`src/rtl/noc_flit_rx_fifo_if.sv`:
```
// rtl/noc_flit_rx_fifo_if.sv - flit stream interface between injector, rx FIFO and router port
interface noc_flit_rx_fifo_if #(
    parameter int WIDTH = 20
);
    logic [WIDTH-1:0] in_data;
    logic             in_valid;
    logic [WIDTH-1:0] out_data;
    logic             out_valid;
    logic             out_ready;

    modport master (
        output in_data,
        output in_valid,
        input  out_data,
        input  out_valid,
        output out_ready
    );

    modport slave (
        input  in_data,
        input  in_valid,
        output out_data,
        output out_valid,
        input  out_ready
    );
endinterface

```
`src/rtl/noc_flit_rx_fifo.sv`:
```
// rtl/noc_flit_rx_fifo.sv - receive flit FIFO; optional NOC_FLIT_RX_ZERO_DROP_EN filters zero flits
module noc_flit_rx_fifo #(
    parameter int DEPTH = 8,
    parameter int WIDTH = 20,
    parameter int CNT_W = 16
) (
    input  logic                         clk,
    input  logic                         rst,
    noc_flit_rx_fifo_if.slave            bus,
    output logic [$clog2(DEPTH+1)-1:0]   count,
    output logic                         full,
    output logic                         empty,
    output logic                         overflow,
    output logic [CNT_W-1:0]             rx_count,
    output logic [CNT_W-1:0]             drop_count
);
    localparam int CW = $clog2(DEPTH + 1);
    localparam int PW = $clog2(DEPTH);

    logic [WIDTH-1:0] mem [DEPTH];
    logic [PW-1:0]    rd_ptr;
    logic [PW-1:0]    wr_ptr;
    logic             push_req;
    logic             pop;
    logic             accept;
    logic             drop;

`ifdef NOC_FLIT_RX_ZERO_DROP_EN
    // All-zero words are idle fill from the injector and never enter the queue.
    assign push_req = bus.in_valid & (bus.in_data != '0);
`else
    assign push_req = bus.in_valid;
`endif

    // Status comes only from registered occupancy, never from the handshake inputs.
    assign full          = (count == CW'(DEPTH));
    assign empty         = (count == '0);
    assign bus.out_valid = ~empty;
    assign bus.out_data  = mem[rd_ptr];

    // A pop in the same cycle frees a slot, so a full FIFO can still accept.
    assign pop    = bus.out_valid & bus.out_ready;
    assign accept = push_req & (~full | pop);
    assign drop   = push_req & full & ~pop;

    // Storage is not reset; contents are only observed through valid pointers.
    always_ff @(posedge clk) begin
        if (accept) begin
            mem[wr_ptr] <= bus.in_data;
        end
    end

    // Pointers, occupancy, sticky overflow and saturating statistics.
    always_ff @(posedge clk or negedge rst) begin
        if (!rst) begin
            rd_ptr     <= '0;
            wr_ptr     <= '0;
            count      <= '0;
            overflow   <= 1'b0;
            rx_count   <= '0;
            drop_count <= '0;
        end else begin
            if (accept) begin
                wr_ptr <= (wr_ptr == PW'(DEPTH - 1)) ? '0 : wr_ptr + PW'(1);
                if (rx_count != '1) begin
                    rx_count <= rx_count + CNT_W'(1);
                end
            end
            if (pop) begin
                rd_ptr <= (rd_ptr == PW'(DEPTH - 1)) ? '0 : rd_ptr + PW'(1);
            end
            if (accept && !pop) begin
                count <= count + CW'(1);
            end else if (pop && !accept) begin
                count <= count - CW'(1);
            end
            if (drop) begin
                overflow <= 1'b1;
                if (drop_count != '1) begin
                    drop_count <= drop_count + CNT_W'(1);
                end
            end
        end
    end
endmodule

```
`src/flat_wrapper.sv`:
```
// flat-port wrapper written by rule: the top's interface ports become plain ports
module noc_flit_rx_fifo_flat 
#(
    parameter int DEPTH = 8,
    parameter int WIDTH = 20,
    parameter int CNT_W = 16
)
  (clk, rst, count, full, empty, overflow, rx_count, drop_count, bus_in_data, bus_in_valid, bus_out_data, bus_out_valid, bus_out_ready);
  noc_flit_rx_fifo_if #(.WIDTH(WIDTH)) bus_i ();
  input  logic clk;
  input  logic rst;
  output logic [$clog2(DEPTH+1)-1:0] count;
  output logic full;
  output logic empty;
  output logic overflow;
  output logic [CNT_W-1:0] rx_count;
  output logic [CNT_W-1:0] drop_count;
  input wire logic [$bits(bus_i.in_data)-1:0] bus_in_data;
  input wire logic [$bits(bus_i.in_valid)-1:0] bus_in_valid;
  output wire logic [$bits(bus_i.out_data)-1:0] bus_out_data;
  output wire logic [$bits(bus_i.out_valid)-1:0] bus_out_valid;
  input wire logic [$bits(bus_i.out_ready)-1:0] bus_out_ready;
  assign bus_i.in_data = bus_in_data;
  assign bus_i.in_valid = bus_in_valid;
  assign bus_out_data = bus_i.out_data;
  assign bus_out_valid = bus_i.out_valid;
  assign bus_i.out_ready = bus_out_ready;
  noc_flit_rx_fifo #(.DEPTH(DEPTH), .WIDTH(WIDTH), .CNT_W(CNT_W)) u_core (.clk(clk), .rst(rst), .bus(bus_i), .count(count), .full(full), .empty(empty), .overflow(overflow), .rx_count(rx_count), .drop_count(drop_count));
endmodule
```
`config.mk`:
```
export PLATFORM = sky130hd
export DESIGN_NAME = noc_flit_rx_fifo_flat
export DESIGN_NICKNAME = d
export VERILOG_FILES = /design/src/rtl/noc_flit_rx_fifo_if.sv /design/src/rtl/noc_flit_rx_fifo.sv /design/src/flat_wrapper.sv
export SDC_FILE = /design/constraint.sdc
export NUM_CORES = 1
export LEC_CHECK = 0
export CAP_MARGIN = 20
export CORE_AREA = 2 2 124 126
export CTS_CLUSTER_SIZE = 10
export DETAILED_ROUTE_END_ITERATION = 16
export DIE_AREA = 0 0 126 128
export PLACE_DENSITY = 0.8
export SYNTH_ARGS = -nofsm -noshare
export SYNTH_HDL_FRONTEND = slang
export SYNTH_SLANG_ARGS = --single-unit
export TNS_END_PERCENT = 100
```
`constraint.sdc`:
```
create_clock -name clk -period 4.85 [get_ports clk]
set_input_delay 1.455 -clock clk [delete_from_list [all_inputs] [get_ports clk]]
set_output_delay 1.455 -clock clk [all_outputs]
set_load 0.02 [all_outputs]
```
==> results.cfg <==
[run_status]
status = finished, final reports clean

[sta]
worst_slew_pin_slew_ns = 0.9715
fmax_mhz = 231.3
final_max_slew_viol_count = 0
relSlewSlack_pct = 35.23
finalHoldWorstSlack_ns = 0.4960
tns_ns = 0
period_minus_slack_ns = 4.323
setup_viol = 0
rsz0062_at_grt = false
finalClockSkew_ns = 0.01320
min_period_over_period_pct = 89.14
hold_viol_final = 0

[clock_network]
clock_latency_ns = 0.49
hold_buffers = 0
numCtsBuffers = 24
clk_path_buf_depth = 3
cts_resized = 0
cts_tree = built
htree_levels = 1
clkSinkCount = 203
cts_root_buffer = clkbuf_16
path_clk_slew_ns = 0.05
cts_setup_buffers = 0

[power_and_ir_drop]
irDropWorstVdd_v = 0.0004695
p_sw_share_pct = 30.04
pwr-share-seq_pct = 40.2
switchingPower_uw = 1776
total_power_uw = 5911
p_leak_uw = 0.003605
pwr-share-clk_pct = 26.9
power_density_nw_per_um2 = 583.1
internal_power_uw = 4135
comb_power_share_pct = 32.9

[die]
fp.dieW_um = 126
start_util_pct = 55.87
core_um2 = 14860
rows = 45
die_y_um = 128
dieArea_um2 = 16130
pin_count = 84

[layout]
fin_nets = 583
fin_area_um2 = 10140
final_cells = 756
drive_above_1_share_pct = 23.81
n_fill_cell = 993
area_growth_pct = 22.09

[placement]
hpwl_mm = 8.989
dpl_cell_area_um2 = 9434
gp_congestion = 0.8391
port_buffers = 83
dp_cells = 711

[routing]
vias_per_cell = 5.750
drtAntennaViolNets = 0
wire_per_inst_um = 20.78
topRoutingLayerUsed = met4
routed-wl-met3_um = 854
drt-pass1-iter-count = 4
met1_length_mm = 6.498
wl_mm = 15.71
first_iter_violations = 318
vias = 4347
route.met2.wl_mm = 8.148
drc = 0

[worst_hold_path]
hold_class = reg2reg

[synthesis]
ys_seq_area_share_pct = 70.82
syn_area_um2 = 8304
netlist_instances = 442
synth_area_leaders = edfxtp_1 58%, dfrtp_1 13%, mux4_2 11%
yosysWarnings = 0
synth.most_common_cell = edfxtp_1
synth_edf_count = 160
synth.avg_cell_area_um2 = 18.79
ys_top_cells_by_count = 160 x edfxtp_1, 43 x dfrtp_1, 40 x mux4_2
synth_ff_type = edfxtp_1
synth_top_area_cell = edfxtp_1
yosysTopAreaCellShare_pct = 57.86
ys_types = 48
ys_async_sr_fraction_pct = 21.18
synth_fp_nets = 476
synth_seq_cells = 203

[critical_path]
r2r_setup_slack_ns = 2.04
worst-path-buf-inv = 2
r2r-end = u_core.count[3]$_DFFE_PN0P_
rr_startpoint = u_core.count[0]$_DFFE_PN0P_
cp.depth = 4
cp.required_ns = 3.39
critical_path.endpoint = bus_out_data[10]
slowest_stage = dfrtp_2
cp-startpoint = u_core.rd_ptr[0]$_DFFE_PN0N_
slowest_delay_ns = 0.63
setup.worst_path.class = reg2out
path_cells = buf_12 -> mux4_2 -> mux2_2 -> clkdlybuf4s50_1
cp.arrival_ns = 2.87
crit_family = buffers and inverters
start_kind = flop
endpoint_kind = output pin
cp_max_fo = 30
r2r_cells = 9

[global_routing]
grt_max_degree = 44
grt_usage_pct = 19.74
grt_pass1_wl_mm = 25.05
grt_pass1_vias = 4693
antenna_found_initial = 0
grt_overflow_total = 0

[job]
drv_cap = 0
flip-flops by register name (all words and copies together), names as in the netlist:
register,count
u_core.wr_ptr,3
u_core.rx_count,16
u_core.mem,160
u_core.overflow,1
u_core.count,4
u_core.drop_count,16
u_core.rd_ptr,3
power groups by stage:
stage	Clock, uW	Sequential (uW)	Combinational (uW)
2_1_floorplan	0	2410	1200
3_3_place_gp	0	2390	1920
3_5_place_dp	0	2410	1970
4_1_cts	1620	2380	1980
5_1_grt	1700	2420	2070
6_report	1590	2380	1940
cells in the final DEF (no fill, tap or decap), types with 2 or more instances in the layout:
cell type	count
edfxtp_1	160
clkdlybuf4s50_1	82
dfrtp_1	42
mux4_2	40
mux2_2	25
clkbuf_16	25
xor2_1	22
nand2_1	18
clkbuf_1	18
nor3_1	13
buf_4	12
nand3_1	11
nand4_1	10
xnor2_1	9
ha_1	9
inv_1	5
nor2_2	5
nor4_1	5
nor2_1	5
nand2b_1	4
nor3_2	4
nor4_2	3
nand4_2	3
nor3b_1	3
nor4_4	2
mux2_4	2
o21ai_0	2
a21o_1	2
and3_1	2
metrics by stage:
| step | worst slack [ns] | util [%] |
|---|---|---|
| after detailed placement | 1.029 | 63.47 |
| after floorplan | 0.5082 | - |
| after CTS | 0.4550 | 68.19 |
| after global placement | 1.027 | 63.47 |
| final | 0.5268 | 68.21 |
| after global routing | 0.3762 | 68.19 |
logic make-up (layout without fill, tap and decap cells):
kind of cell | after synthesis | count (layout) | synth area share (%)
AND/OR/NAND/NOR | 100 | 100 | 7.669
AO/OA/AOI/OAI | 9 | 9 | 0.7382
buffers and inverters | 21 | 146 | 1.190
flip-flops | 203 | 203 | 70.82
XOR/XNOR | 31 | 31 | 3.270
adder cells (fa/ha/maj) | 10 | 10 | 1.597
multiplexers | 68 | 68 | 14.72
other | 0 | 1 | 0
routing by layer:
metal / vias up / GRT usage [%]
met3: 19 / 3.798
li1: 1978 / -
met1: 2226 / 26.36
met5: - / 0
met4: 0 / 4.590
met2: 124 / 34.16
worst min-delay path by stage:
stage | from | end | slack [ns] | cells after the start
detailed placement | u_core.overflow$_DFFE_PN0P_ | u_core.overflow$_DFFE_PN0P_ | 0.47 | 1
floorplan | u_core.wr_ptr[2]$_DFFE_PN0P_ | u_core.wr_ptr[2]$_DFFE_PN0P_ | 0.54 | 2
global route | u_core.drop_count[15]$_DFFE_PN0P_ | u_core.drop_count[15]$_DFFE_PN0P_ | 0.53 | 1
finish | u_core.drop_count[15]$_DFFE_PN0P_ | u_core.drop_count[15]$_DFFE_PN0P_ | 0.50 | 1
CTS | u_core.overflow$_DFFE_PN0P_ | u_core.overflow$_DFFE_PN0P_ | 0.50 | 1
global placement | u_core.overflow$_DFFE_PN0P_ | u_core.overflow$_DFFE_PN0P_ | 0.45 | 1
area by class of cell:
cell class	instances	area, um^2	share of cell area (%)
inverters	6	22.52	0.2221
repair buffers	96	935.9	9.231
well taps	188	235.2	2.320
clock inverters	1	8.758	0.08639
multi-input cells	218	2359	23.26
clock buffers	43	693.2	6.837
flip-flops and latches	203	5882	58.02
diodes	1	2.502	0.02468
(Power assumes the default switching activity.)
